===== src/rtl/versatile_fifo_sync_ctrl_if.sv =====
// Producer/consumer-side bundle of the versatile_fifo_sync_ctrl FIFO controller.
// The master modport belongs to the logic that pushes and pops words.
// The slave modport belongs to the controller.
// When VERSATILE_FIFO_FILL_LEVEL_EN is defined, the bundle also carries fill, almost_full and almost_empty.
interface versatile_fifo_sync_ctrl_if #(
    parameter int DATA_WIDTH = 8
`ifdef VERSATILE_FIFO_FILL_LEVEL_EN
    , parameter int ADDR_WIDTH = 9
`endif
);
    logic                  flush;
    logic [DATA_WIDTH-1:0] wr_data;
    logic                  wr_en;
    logic                  full;
    logic                  rd_en;
    logic [DATA_WIDTH-1:0] rd_data;
    logic                  empty;
    logic                  overflow;
    logic                  underflow;
`ifdef VERSATILE_FIFO_FILL_LEVEL_EN
    logic [ADDR_WIDTH:0]   fill;
    logic                  almost_full;
    logic                  almost_empty;
`endif

    modport master (
        output flush, wr_data, wr_en, rd_en,
        input  full, rd_data, empty, overflow, underflow
`ifdef VERSATILE_FIFO_FILL_LEVEL_EN
        , input fill, almost_full, almost_empty
`endif
    );

    modport slave (
        input  flush, wr_data, wr_en, rd_en,
        output full, rd_data, empty, overflow, underflow
`ifdef VERSATILE_FIFO_FILL_LEVEL_EN
        , output fill, almost_full, almost_empty
`endif
    );
endinterface


===== src/rtl/versatile_fifo_sync_ctrl.sv =====
// First-word-fall-through FIFO controller for one simple dual-port synchronous RAM.
// Port A writes and port B reads; the RAM registers the port B address internally.
// The controller owns the pointers, the occupancy count, full/empty, the sticky error flags and flush.
// Defining VERSATILE_FIFO_FILL_LEVEL_EN adds fill, almost_full and almost_empty.
// It also adds the AF_LEVEL and AE_LEVEL parameters.
module versatile_fifo_sync_ctrl #(
    parameter int DATA_WIDTH = 8,
    parameter int ADDR_WIDTH = 9
`ifdef VERSATILE_FIFO_FILL_LEVEL_EN
    , parameter int AF_LEVEL = 2**ADDR_WIDTH - 2
    , parameter int AE_LEVEL = 2
`endif
) (
    input  logic                              clk,
    input  logic                              rst,
    versatile_fifo_sync_ctrl_if.slave         fifo,
    output logic [DATA_WIDTH-1:0]             ram_d_a_o,
    output logic [ADDR_WIDTH-1:0]             ram_adr_a_o,
    output logic                              ram_we_a_o,
    output logic [ADDR_WIDTH-1:0]             ram_adr_b_o,
    input  logic [DATA_WIDTH-1:0]             ram_q_b_i
);
    localparam int                  CW    = ADDR_WIDTH + 1;
    localparam logic [ADDR_WIDTH:0] DEPTH = {1'b1, {ADDR_WIDTH{1'b0}}};
`ifdef VERSATILE_FIFO_FILL_LEVEL_EN
    localparam logic [ADDR_WIDTH:0] AF_LVL = CW'(AF_LEVEL);
    localparam logic [ADDR_WIDTH:0] AE_LVL = CW'(AE_LEVEL);
`endif

    // NOTE: the RAM itself is never cleared; the pointers and count alone define which words are valid.
    logic [ADDR_WIDTH-1:0] wptr_q, wptr_d;
    logic [ADDR_WIDTH-1:0] rptr_q, rptr_d;
    logic [ADDR_WIDTH:0]   count_q, count_d;
    logic                  full_q, empty_q, overflow_q, underflow_q;
    logic                  push, pop;
`ifdef VERSATILE_FIFO_FILL_LEVEL_EN
    logic [ADDR_WIDTH:0]   fill_q;
    logic                  almost_full_q, almost_empty_q;
`endif

    // Accept or reject push/pop, then derive the next pointers, the next count and the RAM read address.
    always_comb begin
        // NOTE: every variable gets a value on every path through this block, so no latch is inferred.
        push    = fifo.wr_en & ~full_q  & ~fifo.flush & ~rst;
        pop     = fifo.rd_en & ~empty_q & ~fifo.flush & ~rst;
        wptr_d  = push ? wptr_q + ADDR_WIDTH'(1) : wptr_q;
        rptr_d  = pop  ? rptr_q + ADDR_WIDTH'(1) : rptr_q;
        count_d = count_q + CW'(push) - CW'(pop);
        // Look one word ahead on a pop so the RAM presents the new head on the next cycle.
        ram_adr_b_o = (rst || fifo.flush) ? '0 : rptr_d;
    end

    // Register the pointers, the count and the status flags; reset takes priority over flush.
    always_ff @(posedge clk) begin
        // NOTE: non-blocking assignments keep every register sampling the pre-edge values.
        if (rst || fifo.flush) begin
            wptr_q      <= '0;
            rptr_q      <= '0;
            count_q     <= '0;
            full_q      <= 1'b0;
            empty_q     <= 1'b1;
            overflow_q  <= 1'b0;
            underflow_q <= 1'b0;
`ifdef VERSATILE_FIFO_FILL_LEVEL_EN
            fill_q         <= '0;
            almost_full_q  <= 1'b0;
            almost_empty_q <= 1'b1;
`endif
        end else begin
            wptr_q      <= wptr_d;
            rptr_q      <= rptr_d;
            count_q     <= count_d;
            full_q      <= (count_d == DEPTH);
            empty_q     <= (count_d == '0);
            overflow_q  <= overflow_q  | (fifo.wr_en & full_q);
            underflow_q <= underflow_q | (fifo.rd_en & empty_q);
`ifdef VERSATILE_FIFO_FILL_LEVEL_EN
            fill_q         <= count_d;
            almost_full_q  <= (count_d >= AF_LVL);
            almost_empty_q <= (count_d <= AE_LVL);
`endif
        end
    end

    assign ram_d_a_o      = fifo.wr_data;
    assign ram_adr_a_o    = wptr_q;
    assign ram_we_a_o     = push;
    assign fifo.rd_data   = ram_q_b_i;
    assign fifo.full      = full_q;
    assign fifo.empty     = empty_q;
    assign fifo.overflow  = overflow_q;
    assign fifo.underflow = underflow_q;
`ifdef VERSATILE_FIFO_FILL_LEVEL_EN
    assign fifo.fill         = fill_q;
    assign fifo.almost_full  = almost_full_q;
    assign fifo.almost_empty = almost_empty_q;
`endif
endmodule


===== src/flat_wrapper.sv =====
// flat-port wrapper written by rule: the top's interface ports become plain ports
module versatile_fifo_sync_ctrl_flat 
#(
    parameter int DATA_WIDTH = 8,
    parameter int ADDR_WIDTH = 9

)
  (clk, rst, ram_d_a_o, ram_adr_a_o, ram_we_a_o, ram_adr_b_o, ram_q_b_i, fifo_flush, fifo_wr_data, fifo_wr_en, fifo_rd_en, fifo_full, fifo_rd_data, fifo_empty, fifo_overflow, fifo_underflow);
  versatile_fifo_sync_ctrl_if #(.DATA_WIDTH(DATA_WIDTH)) fifo_i ();
  input  logic clk;
  input  logic rst;
  output logic [DATA_WIDTH-1:0] ram_d_a_o;
  output logic [ADDR_WIDTH-1:0] ram_adr_a_o;
  output logic ram_we_a_o;
  output logic [ADDR_WIDTH-1:0] ram_adr_b_o;
  input  logic [DATA_WIDTH-1:0] ram_q_b_i;
  input wire logic [$bits(fifo_i.flush)-1:0] fifo_flush;
  input wire logic [$bits(fifo_i.wr_data)-1:0] fifo_wr_data;
  input wire logic [$bits(fifo_i.wr_en)-1:0] fifo_wr_en;
  input wire logic [$bits(fifo_i.rd_en)-1:0] fifo_rd_en;
  output wire logic [$bits(fifo_i.full)-1:0] fifo_full;
  output wire logic [$bits(fifo_i.rd_data)-1:0] fifo_rd_data;
  output wire logic [$bits(fifo_i.empty)-1:0] fifo_empty;
  output wire logic [$bits(fifo_i.overflow)-1:0] fifo_overflow;
  output wire logic [$bits(fifo_i.underflow)-1:0] fifo_underflow;
  assign fifo_i.flush = fifo_flush;
  assign fifo_i.wr_data = fifo_wr_data;
  assign fifo_i.wr_en = fifo_wr_en;
  assign fifo_i.rd_en = fifo_rd_en;
  assign fifo_full = fifo_i.full;
  assign fifo_rd_data = fifo_i.rd_data;
  assign fifo_empty = fifo_i.empty;
  assign fifo_overflow = fifo_i.overflow;
  assign fifo_underflow = fifo_i.underflow;
  versatile_fifo_sync_ctrl #(.DATA_WIDTH(DATA_WIDTH), .ADDR_WIDTH(ADDR_WIDTH)) u_core (.clk(clk), .rst(rst), .fifo(fifo_i), .ram_d_a_o(ram_d_a_o), .ram_adr_a_o(ram_adr_a_o), .ram_we_a_o(ram_we_a_o), .ram_adr_b_o(ram_adr_b_o), .ram_q_b_i(ram_q_b_i));
endmodule

===== config.mk =====
export PLATFORM = sky130hd
export DESIGN_NAME = versatile_fifo_sync_ctrl_flat
export DESIGN_NICKNAME = d
export VERILOG_FILES = /design/src/rtl/versatile_fifo_sync_ctrl_if.sv /design/src/rtl/versatile_fifo_sync_ctrl.sv /design/src/flat_wrapper.sv
export SDC_FILE = /design/constraint.sdc
export NUM_CORES = 1
export LEC_CHECK = 0
export BUFFER_PORTS_ARGS = -buffer_cell sky130_fd_sc_hd__buf_2
export CAP_MARGIN = 20
export CORE_MARGIN = 2
export CORE_UTILIZATION = 50
export CTS_CLUSTER_SIZE = 12
export DETAILED_ROUTE_END_ITERATION = 8
export GPL_TIMING_DRIVEN = 0
export PLACE_DENSITY = 0.87
export SLEW_MARGIN = 40
export SYNTH_ARGS = -nofsm -noshare
export SYNTH_HDL_FRONTEND = slang
export SYNTH_SLANG_ARGS = --single-unit

===== constraint.sdc =====
create_clock -name clk -period 3.6 [get_ports clk]
set_input_delay 0.72 -clock clk [delete_from_list [all_inputs] [get_ports clk]]
set_output_delay 0.72 -clock clk [all_outputs]
set_load 0.02 [all_outputs]

* After elaboration in Yosys (flattened, before gate mapping)
Cells that the tools add are included.
** Word-level totals
- Flip-flop bits (word level) :: 32
- Bits in latches :: 0
- Memory bits (writable) :: 0
- Bits in read-only memories :: 0
- Bits of input ports :: 21
- Output and inout port bits :: 39
- Logic and storage cells :: 30
- Memories kept :: 0
** Cells by class
- Add/subtract/negate cells :: 4
- Multipliers :: 0
- Divide/modulo/power cells :: 0
- Magnitude comparators :: 0
- Eq/ne operators :: 1
- Shift-type cells :: 0
- Multiplexer cells :: 2
- Bitwise operators :: 14
- Reduce and logical (&&, ||, !) cells :: 2
** Operators by type and width (number)
- adder 9 x 1 -> 9 bit (second input constant) :: 2
- 2-to-1 mux 9 bit :: 2
- adder 10 x 1 -> 10 bit :: 1
- == test 10 bit (second input constant) :: 1
- logical NOT 10 bit :: 1
- subtractor 10 x 1 -> 10 bit :: 1
- AND 1 bit :: 8
- NOT 1 bit :: 4
- bitwise OR 1 bit :: 2
- logical OR 1 bit :: 1

* Longest topological paths before layout
Gate-level depths: netlist of the first run.
- Depth after elaboration :: 7
- Gate-level depth with buffers :: 11
- Gate-level depth less buffers :: 11

* Worst setup path after synthesis of the first run
Ideal clock, no wire load.
- Kind :: input port to flip-flop
- Start point :: input fifo_flush
- End point :: register u_core.empty_q (netlist: u_core.fifo.empty)
- Library setup time :: 0.084 ns
- Arrival :: 3.456 ns
- Required time :: 3.516 ns
- Path slack :: 0.060 ns
- Cell stages on the path :: 11
- Path buffers :: 0
- Cells stage by stage :: nor4b_4 > inv_1 > ha_1 > inv_1 > ha_1 > fa_1 > a21o_1 > a211o_1 > a221oi_2 > nand4_1 > o31ai_2
** Between the ends
- Cells in the longest elaborated chain, start to end :: 6
- Elaborated cells between the ends (all ways) :: 9
- Classes of those cells :: 2 x add/sub; 5 x bitwise; 2 x reduce/logical
** Ends and longest elaborated chain
- from (decl) :: line flat_wrapper.sv:17 : input wire logic [$bits(fifo_i.flush)-1:0] fifo_flush;
- NOT 1 bit :: line versatile_fifo_sync_ctrl.sv:44, versatile_fifo_sync_ctrl.sv:45
- AND 1 bit (2 in series) :: line versatile_fifo_sync_ctrl.sv:44 : push = fifo.wr_en & ~full_q & ~fifo.flush & ~rst;
- adder 10 x 1 -> 10 bit :: line versatile_fifo_sync_ctrl.sv:48 : count_d = count_q + CW'(push) - CW'(pop);
- subtractor 10 x 1 -> 10 bit :: line versatile_fifo_sync_ctrl.sv:48
- logical NOT 10 bit :: line versatile_fifo_sync_ctrl.sv:74 : empty_q <= (count_d == '0);
- to (signal assigned) :: line versatile_fifo_sync_ctrl.sv:74
- to (decl) :: line versatile_fifo_sync_ctrl.sv:34 : logic full_q, empty_q, overflow_q, underflow_q;
Parallel ways exist; a longest one is shown, timed or not.
A chain may end at the register's enable or synchronous reset.

* Worst setup path in the final report of the first run
- Start point :: input rst
- End point :: register u_core.full_q (netlist: u_core.fifo.full)
** Between the ends
- Cells in the longest elaborated chain, start to end :: 5
- Elaborated cells between the ends (all ways) :: 7
- Classes of those cells :: 2 x add/sub; 1 x eq/ne; 3 x bitwise; 1 x reduce/logical
** Ends and longest elaborated chain
- from (decl) :: line flat_wrapper.sv:11 : input logic rst;
- NOT 1 bit :: line versatile_fifo_sync_ctrl.sv:44, versatile_fifo_sync_ctrl.sv:45
- AND 1 bit :: line versatile_fifo_sync_ctrl.sv:44
- adder 10 x 1 -> 10 bit :: line versatile_fifo_sync_ctrl.sv:48
- subtractor 10 x 1 -> 10 bit :: line versatile_fifo_sync_ctrl.sv:48
- == test 10 bit :: line versatile_fifo_sync_ctrl.sv:73 : full_q <= (count_d == DEPTH);
- to (signal assigned) :: line versatile_fifo_sync_ctrl.sv:73
- to (decl) :: line versatile_fifo_sync_ctrl.sv:34
Parallel ways exist; a longest one is shown, timed or not.

==> results.py, run 1 <==
metrics = {
    "timing": {
        "timing.final.crit_share_pct": 90.7,
        "fin_ws_ns": 0.333,
        "rsz0062_at_grt": "false",
        "setup_viol": 0,
        "worst_pin_slew_ns": 0.483,
        "fmax_mhz": 306,
        "hold_viol": 0,
        "setup_tns_ns": 0,
        "maxSlewViolCount": 0,
        "holdWs_ns": 0.473,
        "clock_skew_ns": 0.0127,
        "max-slew-margin-rel_pct": 67.7,
        "min_period_ns": 3.27,
    },
    "cells_and_area": {
        "antenna_cells": 0,
        "drive_gt1_share_pct": 30.7,
        "post-route-util_pct": 64.1,
        "mostFrequentLayoutCell": "buf_2",
        "fillers": 301,
        "regArea_um2": 641,
        "layout_common_cells": "buf_2 (44), dfxtp_1 (32), nor2_1 (26)",
        "area_delta_synth_final_pct": 19.9,
        "stdcell_area_mm2": 0.00219,
        "fin_cells": 307,
        "multi_input_area_um2": 990,
        "finalNetCount": 294,
    },
    "global_route": {
        "gr-total-overflow": 0,
        "antenna_found_initial": 0,
        "grt_usage_pct": 18.9,
        "grt_max_degree": 11,
        "grt_pass1_vias": 1470,
        "grt_pass1_wl_um": 6110,
    },
    "synth": {
        "synth_nets": 242,
        "synth_area_per_cell_um2": 8.78,
        "syn-cell-area_mm2": 0.00183,
        "synth-edff-count": 0,
        "ys_warn_count": 0,
        "ys_seq_area_share_pct": 35.1,
        "synth.distinct_cells": 41,
        "yosys_register_bits": 32,
        "synthCells": 208,
        "synthArstFlopShare_pct": 0,
        "synth_flop_cell": "dfxtp_1",
    },
    "cts": {
        "cts_tree": "built",
        "ctsHtreeMaxLevel": 2,
        "clk_pin_slew_ns": 0.10,
        "cts_made_buffers": 5,
        "root_buffer": "clkbuf_4",
        "insertion_delay_ns": 0.35,
        "cts_buffer_depth": 2,
        "cts.sinks": 32,
    },
    "route": {
        "dr.first_iter.drc_count": 87,
        "avgRoutedWirePerCell_um": 11.8,
        "vias": 1560,
        "wl_um": 3610,
        "routed_via_density": 5.08,
        "detail-route-antenna-nets": 0,
        "drc": 0,
        "dr.pass1.iters": 4,
    },
    "floorplanning": {
        "die_h_um": 64.4,
        "core_area_mm2": 0.00342,
        "start_util_pct": 53.5,
        "die_width_um": 64.4,
        "dieArea_mm2": 0.00415,
        "num_rows": 21,
        "ios": 60,
    },
    "setup_path": {
        "critPathRequiredTime_ns": 3.86,
        "path_class": "in2reg",
        "worstSetupStartpointType": "input port",
        "r2r_slack_ns": 0.54,
        "cp_slowest_cell": "fa_1",
        "path_cells": "buf_2, nor4b_4, inv_1, ha_1, inv_1, ha_1, fa_1, a21o_1, a211o_1, a221oi_2, nand4_1, nor4_2",
        "slowest_delay_ns": 0.43,
        "crit_buf_inv": 3,
        "critical-path-top-delay-family": "adder cells",
        "crit_path_end_kind": "register",
        "path_max_fanout": 6,
        "crit_arrival_ns": 3.53,
    },
    "status": {
        "status": "complete, no violations",
    },
    "placement": {
        "gp_congestion": 0.801,
        "placed_area_mm2": 0.00210,
        "numPlacedInstances": 297,
        "port_buffers": 43,
        "dp_worst_setup_slack_ns": -0.190,
        "dp_hpwl_um": 2870,
    },
    "hold_path": {
        "hold_path.class": "reg2reg",
    },
    "pwr": {
        "peakVddDrop_mv": 0.305,
        "p_leak_nw": 1.03,
        "total_power_mw": 1.02,
        "power_density_mw_per_mm2": 464,
    },
    "flow_run": {
        "cap_viol_max_count": 0,
    },
}
layout make-up:
class	count	area share (%)
Inverter	15	2.57
Buffer	21	6.40
Clock inverter	2	1.60
Multi-Input combinational cell	140	45.2
Clock buffer	6	1.88
Sequential cell	32	29.2
Timing Repair Buffer	45	10.5
Tap cell	46	2.63
what timing repair did:
action                                 4_1_cts  5_1_grt
buffers inserted                             0        2
hold buffers                                 0        0
setup endpoints to repair                    0        2
resized for setup                            0        0
endpoints found under the hold margin        0        0
worst register-to-register path: cells and delay by family (launching register included):
kind,cells,cell delay (ns)
buffers and inverters,2,0.13
AOI/OAI and AO/OA,3,0.81
and+or+nand+nor,3,0.75
adders and majority gates,3,0.91
DFF,1,0.36
worst paths after layout:
kind                                         start                          endpoint  depth (start not counted)
setup reg to reg       u_core.fifo.full$_SDFF_PN0_       u_core.fifo.full$_SDFF_PN0_                         11
hold reg to reg   u_core.fifo.underflow$_SDFF_PN0_  u_core.fifo.underflow$_SDFF_PN0_                          2
setup / recovery                               rst       u_core.fifo.full$_SDFF_PN0_                         12
hold / removal    u_core.fifo.underflow$_SDFF_PN0_  u_core.fifo.underflow$_SDFF_PN0_                          2
power by group:
group,switching [mW],leakage [nW],internal [mW]
Combinational,0.199,0.725,0.153
Clock,0.127,0.0422,0.145
Sequential,0.0161,0.259,0.376
Total,0.342,1.03,0.675
cells in the mapped netlist (2+ instances only):
cell type | instances | area share [%]
buf_4 | 16 | 6.6
xnor2_1 | 9 | 4.3
clkbuf_1 | 4 | 0.82
a21oi_1 | 7 | 1.9
and2_1 | 2 | 0.68
nor2_1 | 26 | 5.3
ha_1 | 12 | 8.2
xor2_1 | 11 | 5.3
a211o_1 | 2 | 0.96
a21o_1 | 3 | 1.2
o21ai_0 | 6 | 1.6
nand3b_1 | 2 | 0.82
nor2b_1 | 2 | 0.68
o21a_1 | 2 | 0.82
and3_1 | 5 | 1.7
nor4b_4 | 2 | 2.6
inv_1 | 15 | 3.1
nand2_1 | 17 | 3.5
nand4_1 | 5 | 1.7
nand3_1 | 4 | 1.1
nor3_1 | 3 | 0.82
dfxtp_1 | 32 | 35
or3_1 | 3 | 1.0
state kept, by name, summed over array words and instances (netlist names):
register               cells
u_core.fifo.underflow      1
u_core.rptr_q              9
u_core.fifo.full           1
u_core.count_q            10
u_core.fifo.overflow       1
u_core.ram_adr_a_o         9
u_core.fifo.empty          1
routing by layer:
layer | track usage [%] | vias up | part of all wire, % | wire (um)
met5 | 0 | - | 0 | 0
li1 | - | 801 | - | -
met2 | 32.2 | 48 | 47 | 1700
met3 | 6.42 | 5 | 5.8 | 210
met1 | 22.2 | 706 | 46 | 1650
met4 | 6.12 | 0 | 1.4 | 49
cell families (layout without fill, tap and decap cells):
| logic type | count (synthesis) | after routing | share of synthesized area, % |
|---|---|---|---|
| compound gates | 30 | 30 | 12.4 |
| simple gates | 77 | 77 | 22.9 |
| buf+inv | 36 | 89 | 10.8 |
| flops | 32 | 32 | 35.1 |
| fa+ha+maj | 13 | 13 | 9.31 |
| xor+xnor | 20 | 20 | 9.59 |
Note: power is estimated with default switching activity, not from simulation.
==> run 2: changes to the inputs <==
--- a/config.mk
+++ b/config.mk
@@ -11,7 +11,7 @@
 export CORE_UTILIZATION = 50
 export CTS_CLUSTER_SIZE = 12
 export DETAILED_ROUTE_END_ITERATION = 8
-export GPL_TIMING_DRIVEN = 0
+export GPL_TIMING_DRIVEN = 1
 export PLACE_DENSITY = 0.87
 export SLEW_MARGIN = 40
 export SYNTH_ARGS = -nofsm -noshare
==> run 2 against run 1 <==
Against the previous run:
- register-to-register slack gained 0.18 ns
- critical path type unchanged
- sequential power is essentially flat
- global-route usage shrank 0.85 points
- clock-buffer cell count is the same
- clock power shrank 3%
- clock skew shrank 0.0034 ns
- non-clock buffer count shrank 37
- via count shrank 8.5%
==> results.py, run 2 (same netlist as run 1, synthesis figures left out) <==
metrics = {
    "floorplanning": {
        "num_rows": 21,
        "die_width_um": 64.4,
        "start_util_pct": 53.5,
        "core_area_mm2": 0.00342,
        "die_h_um": 64.4,
        "ios": 60,
        "dieArea_mm2": 0.00415,
    },
    "cts": {
        "ctsHtreeMaxLevel": 2,
        "cts.sinks": 32,
        "post_cts_buffers": 0,
        "cts_made_buffers": 5,
        "cts_buffer_depth": 2,
        "cts_tree": "built",
        "root_buffer": "clkbuf_4",
        "clk_pin_slew_ns": 0.09,
        "insertion_delay_ns": 0.32,
        "hold_buffers": 0,
        "cts-resized-gates": 0,
    },
    "placement": {
        "gp_congestion": 0.833,
        "dp_hpwl_um": 2720,
        "port_buffers": 27,
    },
    "setup_path": {
        "crit_arrival_ns": 3.33,
        "reg2reg_from": "u_core.fifo.full$_SDFF_PN0_",
        "cp_slowest_cell": "fa_1",
        "crit_path_end_kind": "register",
        "slowest_delay_ns": 0.43,
        "reg2regPathDepth": 11,
        "r2r_slack_ns": 0.72,
        "path_max_fanout": 4,
        "worstSetupStartpointType": "input port",
        "crit_buf_inv": 3,
        "cp.depth": 12,
        "path_class": "in2reg",
        "critPathRequiredTime_ns": 3.84,
        "r2r-end": "u_core.fifo.empty$_SDFF_PN1_",
        "critical-path-top-delay-family": "compound AO/OA/AOI/OAI gates",
        "path_cells": "buf_2, nor4b_4, inv_1, ha_1, inv_1, ha_1, fa_1, a21o_1, a211o_1, a221oi_2, nand4_1, o31ai_2",
    },
    "timing": {
        "timing.final.crit_share_pct": 85.9,
        "holdWs_ns": 0.478,
        "rsz0062_at_grt": "false",
        "worst_pin_slew_ns": 0.489,
        "setup_tns_ns": 0,
        "clock_skew_ns": 0.00931,
        "fmax_mhz": 323,
        "maxSlewViolCount": 0,
        "setup_viol": 0,
        "hold_viol": 0,
        "min_period_ns": 3.09,
        "max-slew-margin-rel_pct": 67.4,
    },
    "hold_path": {
        "min_from": "u_core.fifo.underflow$_SDFF_PN0_",
        "hold_path.class": "reg2reg",
        "hold_depth": 2,
        "min_to": "u_core.fifo.underflow$_SDFF_PN0_",
    },
    "route": {
        "avgRoutedWirePerCell_um": 13.0,
        "dr.first_iter.drc_count": 91,
        "wl_met3_um": 163,
        "dr_wl_met2_um": 1730,
        "wl_um": 3510,
        "m1WireLength_um": 1580,
        "routed_via_density": 5.29,
        "drc": 0,
        "dr.pass1.iters": 4,
        "top_layer": "met4",
        "vias": 1428,
        "detail-route-antenna-nets": 0,
    },
    "cells_and_area": {
        "mostFrequentLayoutCell": "dfxtp_1",
        "area_delta_synth_final_pct": 7.88,
        "drive_gt1_share_pct": 21.0,
        "largest_reg_flops": 10,
        "largest-register": "u_core.count_q",
        "antenna_cells": 0,
        "layout_common_cells": "dfxtp_1 (32), buf_2 (27), nor2_1 (26)",
        "finalNetCount": 257,
    },
    "pwr": {
        "peakVddDrop_mv": 0.379,
        "power_density_mw_per_mm2": 496,
        "p_leak_nw": 0.879,
    },
    "global_route": {
        "grt_usage_pct": 18.0,
        "grt_pass1_vias": 1382,
        "gr-total-overflow": 0,
        "grt_pass1_wl_um": 5950,
        "grt_max_degree": 26,
        "antenna_found_initial": 0,
    },
    "flow_run": {
        "cap_viol_max_count": 0,
    },
    "status": {
        "status": "complete, no violations",
    },
}
run 2: cell types whose count changed in the layout (fill, tap and decap cells not counted), sizes merged:
| cell | change |
|---|---|
| buf | -33 |
| clkbuf | -4 |
run 2: layout make-up:
type / count / area (um2)
sequential: 32 / 641
clock inverter: 2 / 35.0
clock buffer: 6 / 41.3
fill: 319 / 1450
tap: 46 / 57.6
timing repair buffer: 29 / 150
multi-input combinational: 140 / 990
inverter: 15 / 56.3
run 2: how the worst max path moves through the flow:
stage          startpoint                           end
6_report       fifo_flush  u_core.fifo.empty$_SDFF_PN1_
5_1_grt        fifo_flush   u_core.fifo.full$_SDFF_PN0_
4_1_cts        fifo_flush  u_core.fifo.empty$_SDFF_PN1_
3_5_place_dp   fifo_flush  u_core.fifo.empty$_SDFF_PN1_
3_3_place_gp   fifo_flush  u_core.fifo.empty$_SDFF_PN1_
2_1_floorplan  fifo_flush  u_core.fifo.empty$_SDFF_PN1_
run 2: where the power goes:
part           switching [mW]  internal, mW  total (mW)  leakage [nW]
combinational           0.186         0.136       0.321         0.578
clock                   0.118         0.146       0.263        0.0422
sequential             0.0159         0.376       0.392         0.259
run 2: worst register-to-register path, cell delays in order (launching register included):
cell and delay [ns]:
dfxtp_1 0.37, nor4b_4 0.24, inv_1 0.07, ha_1 0.27
inv_1 0.04, ha_1 0.19, fa_1 0.43, a21o_1 0.21
a211o_1 0.31, a221oi_2 0.26, nand4_1 0.17, o31ai_2 0.23
run 2: layer usage:
layer | global-route usage [%] | up-vias
met5 | 0 | -
met1 | 21.1 | 670
met4 | 5.85 | 0
li1 | - | 725
met3 | 4.86 | 4
met2 | 31.8 | 29
run 2: per-stage QoR:
step                instance area [um2]  cells  setup WS (ns)  utilization, %  power [mW]
floorplan                          1830    208         0.0599               -       0.688
global placement                   1890    262          0.223            55.5       0.710
detailed placement                 1890    262          0.169            55.5       0.720
CTS                                1970    270          0.509            57.7       0.984
global route                       1970    270          0.368            57.7        1.03
finish                             1970    270          0.508            57.7       0.977
